`config.mk`:
```
export PLATFORM = sky130hd
export DESIGN_NAME = hamming_byte_decoder
export DESIGN_NICKNAME = d
export VERILOG_FILES = /design/src/rtl/hamming_pkg.sv /design/src/rtl/hamming84_decode.sv /design/src/rtl/hamming_byte_decoder.sv
export SDC_FILE = /design/constraint.sdc
export NUM_CORES = 1
export LEC_CHECK = 0
export ABC_AREA = 1
export ABC_CLOCK_PERIOD_IN_PS = 2000
export CAP_MARGIN = 25
export CORE_MARGIN = 3
export CORE_UTILIZATION = 53
export CTS_CLUSTER_SIZE = 14
export DETAILED_ROUTE_END_ITERATION = 10
export PLACE_DENSITY = 0.86
export SKIP_CTS_REPAIR_TIMING = 1
export SYNTH_ARGS = -nofsm -noshare
export SYNTH_HDL_FRONTEND = slang
export SYNTH_SLANG_ARGS = --single-unit
export TNS_END_PERCENT = 30
```
`constraint.sdc`:
```
create_clock -name clock -period 2 [get_ports clock]
set_input_delay 0.4 -clock clock [delete_from_list [all_inputs] [get_ports clock]]
set_output_delay 0.4 -clock clock [all_outputs]
set_load 0.02 [all_outputs]
```
`src/rtl/hamming_pkg.sv`:
```
// hamming_pkg: shared types and constants for the Hamming(8,4) byte decoder.
//   - pair_state_t : nibble pairing FSM states
//   - CW_*         : codeword bit positions (bit i = Hamming position i+1)
//   - dec_class_t  : decode classification of a single codeword
//   - DEFAULT_CNT_W: default width of the saturating error counters
//   - parity7      : even-parity helper over the seven Hamming bits
package hamming_pkg;

  typedef enum logic {
    WAIT_HI = 1'b0,
    WAIT_LO = 1'b1
  } pair_state_t;

  localparam int unsigned CW_P1 = 0;
  localparam int unsigned CW_P2 = 1;
  localparam int unsigned CW_D0 = 2;
  localparam int unsigned CW_P4 = 3;
  localparam int unsigned CW_D1 = 4;
  localparam int unsigned CW_D2 = 5;
  localparam int unsigned CW_D3 = 6;
  localparam int unsigned CW_P8 = 7;

  typedef enum logic [1:0] {
    CLASS_CLEAN  = 2'd0,
    CLASS_CORR   = 2'd1,
    CLASS_UNCORR = 2'd2
  } dec_class_t;

  localparam int unsigned DEFAULT_CNT_W = 16;

  function automatic logic parity7(input logic [6:0] v);
    return ^v;
  endfunction

endpackage

```
`src/rtl/hamming84_decode.sv`:
```
// hamming84_decode: combinational extended Hamming(8,4) SECDED decode.
// Ports:
//   codeword  in  8 : received codeword
//   nibble    out 4 : data nibble {d3,d2,d1,d0}, corrected where possible
//   dec_class out   : clean / corrected / uncorrectable
module hamming84_decode
  import hamming_pkg::*;
(
  input  logic [7:0] codeword,
  output logic [3:0] nibble,
  output dec_class_t dec_class
);

  logic [2:0] syndrome_s;
  logic       parity_s;
  logic [7:0] fixed_s;

  // Syndrome, overall parity, single-bit correction and classification.
  always_comb begin
    syndrome_s[0] = codeword[CW_P1] ^ codeword[CW_D0] ^ codeword[CW_D1] ^ codeword[CW_D3];
    syndrome_s[1] = codeword[CW_P2] ^ codeword[CW_D0] ^ codeword[CW_D2] ^ codeword[CW_D3];
    syndrome_s[2] = codeword[CW_P4] ^ codeword[CW_D1] ^ codeword[CW_D2] ^ codeword[CW_D3];
    parity_s      = parity7(codeword[6:0]) ^ codeword[CW_P8];
    fixed_s       = codeword;
    dec_class     = CLASS_CLEAN;
    if (parity_s) begin
      dec_class = CLASS_CORR;
      // A zero syndrome with odd parity means only the overall parity bit flipped.
      if (syndrome_s != 3'd0) begin
        fixed_s[syndrome_s - 3'd1] = ~codeword[syndrome_s - 3'd1];
      end else begin
        fixed_s = codeword;
      end
    end else if (syndrome_s != 3'd0) begin
      dec_class = CLASS_UNCORR;
    end else begin
      dec_class = CLASS_CLEAN;
    end
    nibble = {fixed_s[CW_D3], fixed_s[CW_D2], fixed_s[CW_D1], fixed_s[CW_D0]};
  end

endmodule

```
`src/rtl/hamming_byte_decoder.sv`:
```
// hamming_byte_decoder: decodes SECDED codewords, pairs nibbles into bytes
// (high nibble first) and presents them on a single-entry valid/ready register.
// Ports:
//   clock, reset (async, active-high)
//   io_in_valid/io_in_data    : codeword strobe and data, no backpressure
//   io_sync                   : drop any held high nibble
//   io_out_valid/ready/data/err : decoded byte handshake, err = uncorrectable nibble
//   io_overflow               : sticky, a formed byte found the output full
//   io_corr_count/io_uncorr_count : saturating per-codeword error statistics
module hamming_byte_decoder
  import hamming_pkg::*;
#(
  parameter int unsigned CNT_W = DEFAULT_CNT_W
) (
  input  logic             clock,
  input  logic             reset,
  input  logic             io_in_valid,
  input  logic [7:0]       io_in_data,
  input  logic             io_sync,
  output logic             io_out_valid,
  input  logic             io_out_ready,
  output logic [7:0]       io_out_data,
  output logic             io_out_err,
  output logic             io_overflow,
  output logic [CNT_W-1:0] io_corr_count,
  output logic [CNT_W-1:0] io_uncorr_count
);

  localparam logic [CNT_W-1:0] CNT_MAX = {CNT_W{1'b1}};

  logic [3:0]       dec_nibble_s;
  dec_class_t       dec_class_s;
  logic             s1_valid_r;
  logic [3:0]       s1_nibble_r;
  logic             s1_corr_r;
  logic             s1_uncorr_r;
  pair_state_t      state_r;
  pair_state_t      state_next_s;
  logic [3:0]       hi_nibble_r;
  logic [3:0]       hi_nibble_next_s;
  logic             hi_err_r;
  logic             hi_err_next_s;
  logic             form_s;
  logic [7:0]       byte_s;
  logic             byte_err_s;
  logic             out_valid_r;
  logic [7:0]       out_data_r;
  logic             out_err_r;
  logic             overflow_r;
  logic [CNT_W-1:0] corr_cnt_r;
  logic [CNT_W-1:0] uncorr_cnt_r;

  hamming84_decode u_decode (
    .codeword  (io_in_data),
    .nibble    (dec_nibble_s),
    .dec_class (dec_class_s)
  );

  // Stage 1: register the decoded nibble and its class flags.
  always_ff @(posedge clock or posedge reset) begin
    if (reset) begin
      s1_valid_r  <= 1'b0;
      s1_nibble_r <= 4'h0;
      s1_corr_r   <= 1'b0;
      s1_uncorr_r <= 1'b0;
    end else begin
      s1_valid_r <= io_in_valid;
      if (io_in_valid) begin
        s1_nibble_r <= dec_nibble_s;
        s1_corr_r   <= (dec_class_s == CLASS_CORR);
        s1_uncorr_r <= (dec_class_s == CLASS_UNCORR);
      end
    end
  end

  // Pairing FSM state and held high nibble.
  always_ff @(posedge clock or posedge reset) begin
    if (reset) begin
      state_r     <= WAIT_HI;
      hi_nibble_r <= 4'h0;
      hi_err_r    <= 1'b0;
    end else begin
      state_r     <= state_next_s;
      hi_nibble_r <= hi_nibble_next_s;
      hi_err_r    <= hi_err_next_s;
    end
  end

  // Pairing next-state; resync wins over a simultaneous stage-1 nibble.
  always_comb begin
    state_next_s     = state_r;
    hi_nibble_next_s = hi_nibble_r;
    hi_err_next_s    = hi_err_r;
    form_s           = 1'b0;
    byte_s           = 8'h00;
    byte_err_s       = 1'b0;
    if (io_sync) begin
      state_next_s     = WAIT_HI;
      hi_nibble_next_s = 4'h0;
      hi_err_next_s    = 1'b0;
    end else if (s1_valid_r) begin
      case (state_r)
        WAIT_HI: begin
          hi_nibble_next_s = s1_nibble_r;
          hi_err_next_s    = s1_uncorr_r;
          state_next_s     = WAIT_LO;
        end
        WAIT_LO: begin
          form_s       = 1'b1;
          byte_s       = {hi_nibble_r, s1_nibble_r};
          byte_err_s   = hi_err_r | s1_uncorr_r;
          state_next_s = WAIT_HI;
        end
        default: begin
          state_next_s = WAIT_HI;
        end
      endcase
    end else begin
      state_next_s = state_r;
    end
  end

  // Single-entry output register; a byte that finds it full is dropped.
  always_ff @(posedge clock or posedge reset) begin
    if (reset) begin
      out_valid_r <= 1'b0;
      out_data_r  <= 8'h00;
      out_err_r   <= 1'b0;
      overflow_r  <= 1'b0;
    end else if (form_s) begin
      if (!out_valid_r || io_out_ready) begin
        out_valid_r <= 1'b1;
        out_data_r  <= byte_s;
        out_err_r   <= byte_err_s;
      end else begin
        overflow_r <= 1'b1;
      end
    end else if (io_out_ready) begin
      out_valid_r <= 1'b0;
    end
  end

  // Saturating per-codeword error statistics.
  always_ff @(posedge clock or posedge reset) begin
    if (reset) begin
      corr_cnt_r   <= {CNT_W{1'b0}};
      uncorr_cnt_r <= {CNT_W{1'b0}};
    end else if (s1_valid_r) begin
      if (s1_corr_r && (corr_cnt_r != CNT_MAX)) begin
        corr_cnt_r <= corr_cnt_r + CNT_W'(1);
      end
      if (s1_uncorr_r && (uncorr_cnt_r != CNT_MAX)) begin
        uncorr_cnt_r <= uncorr_cnt_r + CNT_W'(1);
      end
    end
  end

  assign io_out_valid    = out_valid_r;
  assign io_out_data     = out_data_r;
  assign io_out_err      = out_err_r;
  assign io_overflow     = overflow_r;
  assign io_corr_count   = corr_cnt_r;
  assign io_uncorr_count = uncorr_cnt_r;

endmodule

```
==> results of run 1 <==
logic make-up (layout without fill, tap and decap cells):
| logic type | count (synthesis) | count (layout) | synth area share, % |
|---|---|---|---|
| simple gates | 220 | 220 | 31.8 |
| buf+inv | 61 | 151 | 7.53 |
| flops | 56 | 56 | 45.3 |
| xor+xnor | 33 | 33 | 9.35 |
| compound gates | 27 | 27 | 4.78 |
| fa+ha+maj | 3 | 3 | 1.21 |
final cells by class:
class / count / area share [%]
Inverter: 59 / 5.37
Timing Repair Buffer: 84 / 19.3
Tap cell: 72 / 2.18
Clock buffer: 5 / 1.67
Multi-Input combinational cell: 283 / 36.5
Sequential cell: 56 / 34.0
Clock inverter: 3 / 1.03
stage by stage:
stage	hold WS [ns]	worst slack (ns)	cell area, µm²	utilization [%]	TNS (ns)
after floorplan	0.431	0.189	3090	-	0
after global placement	0.441	-0.409	3950	70.9	-1.74
after detailed placement	0.451	-0.516	3950	70.9	-2.22
after CTS	0.412	-0.189	4060	72.9	-0.654
after global routing	0.447	0.0504	4130	74.0	0
final	0.404	0.133	4130	74.0	0
registers in the layout, indices dropped and copies added (netlist names):
signal           count
hi_err_r             1
hi_nibble_r          4
io_corr_count       16
io_out_data          8
io_out_err           1
io_out_valid         1
io_overflow          1
io_uncorr_count     16
s1_corr_r            1
s1_nibble_r          4
s1_uncorr_r          1
s1_valid_r           1
state_r              1
routing by layer:
metal	share of wire, %	global-route usage [%]	routed length (µm)
met1	44	28.1	2980
met2	50	38.7	3430
met3	4.0	3.47	271
met4	2.1	6.81	140
met5	0	0	0
power by group through the flow:
| stage | clock, W | sequential, W | combinational [W] |
|---|---|---|---|
| final | 0.000729 | 0.00147 | 0.00117 |
| after global placement | 0 | 0.00148 | 0.00111 |
| after CTS | 0.000751 | 0.00147 | 0.00115 |
| after floorplan | 0 | 0.00164 | 0.000465 |
| after detailed placement | 0 | 0.00149 | 0.00114 |
| after global routing | 0.000800 | 0.00150 | 0.00129 |
layout by cell type (no fill, tap or decap), types with 2 or more instances in the layout:
cell type | synthesis | layout
a21oi_1 | 4 | 4
buf_4 | 1 | 28
clkbuf_8 | 0 | 5
clkdlybuf4s50_1 | 0 | 49
dfrtp_1 | 56 | 56
dlymetal6s2s_1 | 0 | 6
ha_1 | 3 | 2
inv_1 | 52 | 50
inv_2 | 6 | 8
nand2_1 | 124 | 123
nand2_2 | 9 | 10
nand2_4 | 2 | 2
nand3_1 | 35 | 33
nand3_2 | 2 | 4
nand4_1 | 6 | 6
nor2_1 | 22 | 21
nor2_2 | 2 | 2
nor3_1 | 12 | 10
nor3_2 | 1 | 2
nor4_1 | 2 | 2
o21ai_0 | 16 | 16
o22ai_1 | 5 | 5
xnor2_1 | 19 | 19
xor2_1 | 14 | 14
final timing paths:
path | to | cells past startpoint
worst max-delay path | s1_nibble_r[1]$_DFFE_PP0P_ | 12
min in group clock | io_overflow$_DFFE_PP0P_ | 1
worst min register to register | io_overflow$_DFFE_PP0P_ | 1
worst min-delay path | io_corr_count[3]$_DFFE_PP0P_ | 2
max in group asynchronous | hi_nibble_r[3]$_DFFE_PP0P_ | 3
worst max register to register | io_corr_count[9]$_DFFE_PP0P_ | 8
worst register-to-register path, cell delays in order (launching register included):
cell	delay, ns
dfrtp_1	0.42
ha_1	0.19
nand4_1	0.10
nor4_1	0.29
nand2_1	0.09
nand2_1	0.22
inv_2	0.15
nand3_1	0.11
xnor2_1	0.11
==> summary.md, run 1 <==
| Metric | Value |
|---|---|
| Number of synthesized register bits | `56` |
| Async SR Flop Fraction | `100%` |
| Max Freq | `0.536 GHz` |
| Detailed Place HPWL | `5250 µm` |
| Antenna cells | `0` |
| GP Congestion | `between 0.9 and 1` |
| Starting DRT DRC Count | `about 110` |
| Run status | `completed` |
| Final min period | `1.87 ns` |
| Die area | `6780 µm²` |
| Data required, critical path | `2.20 ns` |
| Final wirelength | `6820 µm` |
| Yosys warning total | `0` |
| Syn_nets | `416` |
| Crit path arrival time | `2.07 ns` |
| Max VDD drop | `0.634 mV` |
| Commonest register cell after synthesis | `dfrtp_1` |
| Final setup fails | `0` |
| Global-route wire length before repair | `11,800 µm` |
| Critical path fanouts, max | `5` |
| Clock share of power | `between 20% and 30%` |
| Core Area | `5570 µm²` |
| Largest net degree at the start of global routing | `29` |
| LEAKAGE | `2.05 nW` |
| Die width | `82.4 µm` |
| Netlist Area Pre-Place | `3090 µm²` |
| Slew Limit Fails | `0` |
| Post-synth top area cell | `dfrtp_1` |
| Fill cells | `424` |
| Drc violations | `0` |
| CP Cell Sequence | `clkdlybuf4s50_1, xnor2_1, xnor2_1, ha_4, inv_1, nand2_1, inv_1, nand2_1, o21ai_2, nand2_1, nand2_1, nand2_1` |
| Critical path launch point | `io_in_data[3]` |
| Avg WL per Cell | `12.1 µm` |
| CP dominant cell by count | `nand2_1` |
| CTS max path bufs | `2` |
| Switching share of power | `between 30% and 40%` |
| Startpoint Class | `input port` |
| Area of the multi-input gates | `around 1500 µm²` |
| Total gr overflow | `0` |
| Sequential share of power | `43.6%` |
| Combinational Power Share | `34.8%` |
| Top-count cell post-synth | `nand2_1` |
| Sink Count | `56` |
| Cell Rows | `27` |
| Psw | `0.00117 W` |
| Worst Max-Slew Pin Slew | `0.596 ns` |
| Starting Density | `~55%` |
| Netlist cell types | `28` |
| Reg2reg start | `io_corr_count[0]$_DFFE_PP0P_` |
| Total power draw | `around 0.0034 W` |
| # IOs | `56` |
| Clk slew on worst S/H paths | `0.10 ns` |
| Tot GR Track Use | `about 22%` |
| Final Cycle Share | `93.4%` |
| WP buf/inv | `3` |
| Clock latency on the worst-skew pair | `around 0.31 ns` |
| Area growth from synthesis to final layout | `33.5%` |
| Count of final hold-check violations | `0` |
| Clock root buffer | `clkbuf_8` |
| Mean number of vias per cell | `5.05` |
| Die Height | `about 80 µm` |
| Worst R2R Setup Slack | `0.25 ns` |
| Crit end category | `flip-flop` |
| Worst min path class | `in -> async` |
| Worst Skew | `0.00783 ns` |
| Mapped Cells | `400` |
| Fin cells | `562` |
| Crit-path leading delay family | `buffers and inverters` |
| Max_cap viols | `0` |
| EDFF count, synth | `0` |
| Main area contributors after synthesis | `dfrtp_1, nand2_1, inv_1, nand3_1, xnor2_1` |
| P_int | `0.00220 W` |
| Rel. slew slack | `59.8%` |
| Avg Cell Area, Syn | `7.73 µm²` |
| Power per cell area | `~800 nW/µm²` |
| Initial antenna violation count | `0` |
| RSZ-0062 raised after global routing | `no` |
| Final ANT Viol Nets | `0` |
| Sequential cell area | `between 1000 and 1500 µm²` |
| Placed Cells | `554` |
| DR vias | `2,837` |
| TritonCTS clock tree | `built` |
| Max stage delay on crit path | `0.44 ns` |
| CP max stage cell | `clkdlybuf4s50_1` |
| TritonCTS Buffers | `5` |
| Top post-synthesis cells by count | `nand2_1, dfrtp_1, inv_1` |
| Nets | `around 510` |
| Detailed Routing Iterations Pass 1 | `4` |
| Vias in the first global route | `2,776` |
| H-Tree Depth | `2` |
| Share of layout cells above drive strength 1 | `14.3%` |
| Setup Crit Path Kind | `in -> reg` |
| Yosys top cell area share | `45.3%` |
| Buffers on Ports | `55` |
| Register area share after synthesis | `a little under half` |
No activity file was read; power rests on OpenSTA's default activity.
==> run 2: changes to the inputs <==
- CAP_MARGIN: 25 -> default
==> results of run 2 <==
The final DEF is identical to that of run 1; final timing and power are the same.
